## src/rtl/dependency_check_if.sv

```systemverilog
// Decode/writeback handshake bundle for the register dependency scoreboard.
// The decode side drives the instruction and writeback fields; the scoreboard answers.
interface dependency_check_if #(
    parameter int unsigned REG_ADDR_W = 5
);
    logic                  flushBack_i;
    logic                  enable_i;
    logic [REG_ADDR_W-1:0] primOperand_i;
    logic [15:0]           secOperand_i;
    logic                  pRead_i;
    logic                  pWrite_i;
    logic                  sRead_i;
    logic                  wbEnable_i;
    logic [REG_ADDR_W-1:0] wbReg_i;
    logic                  stall_o;
    logic                  issue_o;
    logic                  busy_o;
    logic                  underflow_o;

    modport master (
        output flushBack_i, enable_i, primOperand_i, secOperand_i,
        output pRead_i, pWrite_i, sRead_i, wbEnable_i, wbReg_i,
        input  stall_o, issue_o, busy_o, underflow_o
    );

    modport slave (
        input  flushBack_i, enable_i, primOperand_i, secOperand_i,
        input  pRead_i, pWrite_i, sRead_i, wbEnable_i, wbReg_i,
        output stall_o, issue_o, busy_o, underflow_o
    );
endinterface

```

## src/rtl/dependency_check.sv

```systemverilog
// Register scoreboard between decode and execute: counts in-flight writes per
// register, stalls RAW hazards and counter saturation, retires on writeback.
module dependency_check #(
    parameter int unsigned NUM_REGS   = 32,
    parameter int unsigned REG_ADDR_W = 5,
    parameter int unsigned PEND_W     = 2
) (
    input  logic                 clock_i,
    input  logic                 reset_i,
    dependency_check_if.slave    bus
);
    localparam int unsigned PEND_MAX = (1 << PEND_W) - 1;

    logic [PEND_W-1:0]     pend_q [NUM_REGS];
    logic [PEND_W-1:0]     pend_d [NUM_REGS];
    logic                  busy_q;
    logic                  busy_d;
    logic                  underflow_q;
    logic                  underflow_d;

    logic [REG_ADDR_W-1:0] prim;
    logic [REG_ADDR_W-1:0] sec;
    logic                  hazard_c;
    logic                  gate_c;
    logic                  inc_c;
    logic                  inc_hit;
    logic                  dec_hit;
    logic                  unused_sec;

    assign prim       = bus.primOperand_i;
    assign sec        = bus.secOperand_i[REG_ADDR_W-1:0];
    assign unused_sec = ^bus.secOperand_i[15:REG_ADDR_W];

    // Hazards look only at registered counters; a same-cycle writeback is not bypassed.
    always_comb begin
        hazard_c = 1'b0;
        if (bus.pRead_i && (pend_q[prim] != '0)) begin
            hazard_c = 1'b1;
        end
        if (bus.sRead_i && (pend_q[sec] != '0)) begin
            hazard_c = 1'b1;
        end
        if (bus.pWrite_i && (pend_q[prim] == PEND_W'(PEND_MAX))) begin
            hazard_c = 1'b1;
        end
    end

    // Reset and flush both kill the handshake in the cycle they are asserted.
    assign gate_c      = bus.enable_i && !bus.flushBack_i && !reset_i;
    assign bus.stall_o = gate_c && hazard_c;
    assign bus.issue_o = gate_c && !hazard_c;
    assign inc_c       = bus.issue_o && bus.pWrite_i;

    always_comb begin
        pend_d      = pend_q;
        underflow_d = underflow_q;
        busy_d      = 1'b0;
        inc_hit     = 1'b0;
        dec_hit     = 1'b0;
        if (bus.flushBack_i) begin
            for (int i = 0; i < int'(NUM_REGS); i++) begin
                pend_d[i] = '0;
            end
        end else begin
            for (int i = 0; i < int'(NUM_REGS); i++) begin
                inc_hit = inc_c && (prim == REG_ADDR_W'(i));
                dec_hit = bus.wbEnable_i && (bus.wbReg_i == REG_ADDR_W'(i));
                // Issue and retire on the same register cancel out.
                if (inc_hit && !dec_hit) begin
                    pend_d[i] = pend_q[i] + PEND_W'(1);
                end else if (dec_hit && !inc_hit) begin
                    if (pend_q[i] == '0) begin
                        underflow_d = 1'b1;
                    end else begin
                        pend_d[i] = pend_q[i] - PEND_W'(1);
                    end
                end
            end
        end
        for (int i = 0; i < int'(NUM_REGS); i++) begin
            if (pend_d[i] != '0) begin
                busy_d = 1'b1;
            end
        end
    end

    always_ff @(posedge clock_i) begin
        if (reset_i) begin
            for (int i = 0; i < int'(NUM_REGS); i++) begin
                pend_q[i] <= '0;
            end
            busy_q      <= 1'b0;
            underflow_q <= 1'b0;
        end else begin
            pend_q      <= pend_d;
            busy_q      <= busy_d;
            underflow_q <= underflow_d;
        end
    end

    assign bus.busy_o      = busy_q;
    assign bus.underflow_o = underflow_q;
endmodule
```

## src/flat_wrapper.sv

```systemverilog
// flat-port wrapper written by rule: the top's interface ports become plain ports
module dependency_check_flat 
#(
    parameter int unsigned NUM_REGS   = 32,
    parameter int unsigned REG_ADDR_W = 5,
    parameter int unsigned PEND_W     = 2
)
  (clock_i, reset_i, bus_flushBack_i, bus_enable_i, bus_primOperand_i, bus_secOperand_i, bus_pRead_i, bus_pWrite_i, bus_sRead_i, bus_wbEnable_i, bus_wbReg_i, bus_stall_o, bus_issue_o, bus_busy_o, bus_underflow_o);
  dependency_check_if #(.REG_ADDR_W(REG_ADDR_W)) bus_i ();
  input  logic clock_i;
  input  logic reset_i;
  input wire logic [$bits(bus_i.flushBack_i)-1:0] bus_flushBack_i;
  input wire logic [$bits(bus_i.enable_i)-1:0] bus_enable_i;
  input wire logic [$bits(bus_i.primOperand_i)-1:0] bus_primOperand_i;
  input wire logic [$bits(bus_i.secOperand_i)-1:0] bus_secOperand_i;
  input wire logic [$bits(bus_i.pRead_i)-1:0] bus_pRead_i;
  input wire logic [$bits(bus_i.pWrite_i)-1:0] bus_pWrite_i;
  input wire logic [$bits(bus_i.sRead_i)-1:0] bus_sRead_i;
  input wire logic [$bits(bus_i.wbEnable_i)-1:0] bus_wbEnable_i;
  input wire logic [$bits(bus_i.wbReg_i)-1:0] bus_wbReg_i;
  output wire logic [$bits(bus_i.stall_o)-1:0] bus_stall_o;
  output wire logic [$bits(bus_i.issue_o)-1:0] bus_issue_o;
  output wire logic [$bits(bus_i.busy_o)-1:0] bus_busy_o;
  output wire logic [$bits(bus_i.underflow_o)-1:0] bus_underflow_o;
  assign bus_i.flushBack_i = bus_flushBack_i;
  assign bus_i.enable_i = bus_enable_i;
  assign bus_i.primOperand_i = bus_primOperand_i;
  assign bus_i.secOperand_i = bus_secOperand_i;
  assign bus_i.pRead_i = bus_pRead_i;
  assign bus_i.pWrite_i = bus_pWrite_i;
  assign bus_i.sRead_i = bus_sRead_i;
  assign bus_i.wbEnable_i = bus_wbEnable_i;
  assign bus_i.wbReg_i = bus_wbReg_i;
  assign bus_stall_o = bus_i.stall_o;
  assign bus_issue_o = bus_i.issue_o;
  assign bus_busy_o = bus_i.busy_o;
  assign bus_underflow_o = bus_i.underflow_o;
  dependency_check #(.NUM_REGS(NUM_REGS), .REG_ADDR_W(REG_ADDR_W), .PEND_W(PEND_W)) u_core (.clock_i(clock_i), .reset_i(reset_i), .bus(bus_i));
endmodule
```

## config.mk

```make
export PLATFORM = sky130hd
export DESIGN_NAME = dependency_check_flat
export DESIGN_NICKNAME = d
export VERILOG_FILES = /design/src/rtl/dependency_check_if.sv /design/src/rtl/dependency_check.sv /design/src/flat_wrapper.sv
export SDC_FILE = /design/constraint.sdc
export NUM_CORES = 1
export LEC_CHECK = 0
export CAP_MARGIN = 20
export CORE_MARGIN = 5
export CORE_UTILIZATION = 45
export DETAILED_ROUTE_END_ITERATION = 16
export DONT_BUFFER_PORTS = 1
export SLEW_MARGIN = 20
export SYNTH_ARGS = -nofsm -noshare
export SYNTH_HDL_FRONTEND = slang
export SYNTH_SLANG_ARGS = --single-unit
export TNS_END_PERCENT = 50
```

## constraint.sdc

```tcl
create_clock -name clock_i -period 8.3 [get_ports clock_i]
set_input_delay 1.66 -clock clock_i [delete_from_list [all_inputs] [get_ports clock_i]]
set_output_delay 1.66 -clock clock_i [all_outputs]
set_load 0.05 [all_outputs]
```

==> results.json <==
{
  "layout_filler_cell_count": 1657,
  "layout_min_cycle_time_ps": 5940,
  "cts_repair_resize_count": 0,
  "fp-row-count": 47,
  "post_synth_num_cell_types": 77,
  "kind_of_launch_point_of_the_worst_setup_path": "primary input",
  "design.portCount": 38,
  "synthesis.area_per_instance_um2": 7.86,
  "postSynthNetCount": 1079,
  "run_status": "finished, final reports clean",
  "clockBufferDepth": 2,
  "worst-endpoint-required_ps": 8470,
  "dieArea_um2": 19200,
  "grt_pass1_vias": 6604,
  "synth_edf_count": 0,
  "gp_congestion": 0.990,
  "synth-seq-area-share_pct": 17.7,
  "syn-instance-count": 949,
  "drc_errors": 0,
  "core_region_area_um2": 16400,
  "synth_largest_type_area_fraction_pct": 17.7,
  "critical_path.cell_chain": "mux4_2 > a22o_1 > nor3_2 > a31oi_1 > o31a_4 > nor4b_4 > buf_4 > nand3_1 > a31o_2 > a211o_1 > or4_1 > nor4_1 > a21oi_1",
  "number_of_cts_inserted_buffers": 9,
  "grt_total_ovfl": 0,
  "worstPathMaxFanout": 33,
  "cts_num_sinks": 66,
  "final_hold_viol_count": 0,
  "synth_largest_area_cell": "dfxtp_1",
  "cts_hold_fix_bufs": 0,
  "yosys-top-cells-area": "dfxtp_1, ha_1, nor2_1",
  "postSynth.asyncResetShare_pct": 0,
  "antenna_cells": 0,
  "grt_usage_pct": 27.4,
  "max_freq_mhz": 168,
  "die_x_um": 139,
  "antenna_found_initial": 0,
  "grt_pass1_wl_um": 40800,
  "power_leakage_nw": 2.87,
  "clock-root-buffer": "clkbuf_16",
  "layout-area-overhead-vs-synth_pct": 6.14,
  "start_util_pct": 45.4,
  "hpwl_um": 20300,
  "timing.critical_path.slowest_stage_cell": "nor4b_4",
  "number_of_nets_in_the_final_layout": 1056,
  "num_vias": 7332,
  "setup_repair_after_global_routing_missed_its_margin": "no",
  "portBuffers": 0,
  "vias_per_cell": 6.38,
  "wl_per_cell_um": 23.4,
  "worst-slew-pin-transition_ps": 1070,
  "grt_start_max_net_pins": 45,
  "min_period_over_period_pct": 71.6,
  "clkLatencyLatePin_ps": 360,
  "cp-end-kind": "flop",
  "layout.core_utilization_pct": 48.2,
  "h-tree-depth": 3,
  "cp_slowest_stage_delay_ps": 830,
  "finalSetupViolCount": 0,
  "setup_tns_ps": 0,
  "relSlewSlack_pct": 29.0,
  "yosysWarningCount": 0,
  "critical_path_class": "primary input to flop",
  "layout_setup_ws_ps": 2360,
  "arrival_ps": 6110,
  "ys.flop_type": "dfxtp_1",
  "holdCritPathClass": "flop to flop",
  "power.density_cell_area_nw_per_um2": 109,
  "yosys.cell_count.top_type": "nor2_1",
  "timing.max_cap.violations": 0,
  "post_cts_buffers": 0,
  "tritoncts": "yes",
  "final_max_slew_viol_count": 0,
  "post_route_cells_drive_above_1_share_pct": 8.39,
  "dr.first_iter.drc_count": 807,
  "worst_ir_drop_vdd_uv": 112,
  "route.antenna.remaining_nets": 0,
  "syn_area_um2": 7460,
  "placement.setup.worst_slack_ps": 2040,
  "drt_pre_antenna_iters": 6,
  "clock-skew-final_ps": 8.13,
  "wl_um": 26900,
  "synth_seq_cells": 66,
  "die-height_um": 139,
  "clk_transition_reported_paths_ps": 60,
  "yosys-top-cells-count": "nor2_1, ha_1, nand2_1"
}
==> worst max-delay path, delay by kind of cell <==
family	cells	cell delay, ps
compound gates	6	1710
buf+inv	1	320
mux	1	520
simple gates	5	1870
==> layer usage <==
| layer | global-route usage, % | vias up | routed length [um] |
|---|---|---|---|
| met5 | 0 | - | 0 |
| met4 | 12.9 | 0 | 1200 |
| met3 | 6.10 | 65 | 2650 |
| met2 | 40.9 | 357 | 11500 |
| met1 | 37.6 | 3481 | 11500 |
| li1 | - | 3429 | - |
==> per-stage QoR <==
| step | power [mW] | area, um2 | instances | hold WS, ps |
|---|---|---|---|---|
| after floorplan | 0.424 | 7460 | 949 | 463 |
| after global placement | 0.445 | 7610 | 1135 | 524 |
| after detailed placement | 0.445 | 7610 | 1135 | 516 |
| after CTS | 0.856 | 7910 | 1150 | 527 |
| after global routing | 0.878 | 7910 | 1150 | 585 |
| final | 0.859 | 7910 | 1150 | 524 |
==> cell families after synthesis <==
family                   share of synthesized area, %
AND/OR/NAND/NOR                                  30.8
AO/OA/AOI/OAI                                    18.8
buffers and inverters                            7.05
multiplexers                                     6.44
adder cells (fa/ha/maj)                          16.1
flip-flops                                       17.7
XOR/XNOR                                         3.05
==> path summary, 6_finish.rpt <==
check,from,to,slack (ps),cells after the start
setup / recovery,bus_primOperand_i[0],u_core.bus.busy_o$_SDFF_PP0_,2360,13
hold / removal,u_core.pend_q[30]$_SDFF_PP0_,u_core.pend_q[30]$_SDFF_PP0_,520,2
setup reg to reg,u_core.pend_q[62]$_SDFF_PP0_,u_core.bus.busy_o$_SDFF_PP0_,3220,13
hold reg to reg,u_core.pend_q[30]$_SDFF_PP0_,u_core.pend_q[30]$_SDFF_PP0_,520,2
==> placed cells by master, fill, tap and decap left out, drive strengths merged, types with 9 or more instances in the layout <==
cell and n:
nor2b 16, nand4b 10, a21oi 30, dfxtp 66, buf 16, a22oi 11, nor4 29, and3 15
xnor2 26, o221ai 16, o22ai 10, a211oi 9, nand3 36, ha 96, or3 14, nor3 43
inv 74, clkbuf 13, o211ai 12, a31oi 10, mux2i 30, nand4 16, nand2 85, o21ai 12
nor2 102, and2 11
==> where the power goes <==
group	internal (mW)	switching [mW]	total [mW]
Combinational	0.0370	0.0790	0.116
Clock	0.256	0.163	0.418
Sequential	0.319	0.00597	0.325
Total	0.611	0.248	0.859
==> registers in the layout (all words and copies together) (netlist names) <==
register and count:
u_core.bus.underflow_o 1, u_core.bus.busy_o 1, u_core.pend_q 64
==> cell type report <==
type / instances / area (um2) / area share [%]
tap: 220 / 275 / 3.48
inverter: 74 / 278 / 3.51
timing repair buffer: 16 / 120 / 1.52
multi-input combinational: 759 / 5610 / 70.9
sequential: 66 / 1320 / 16.7
clock inverter: 2 / 35.0 / 0.443
clock buffer: 13 / 270 / 3.42
(Power assumes the default switching activity.)
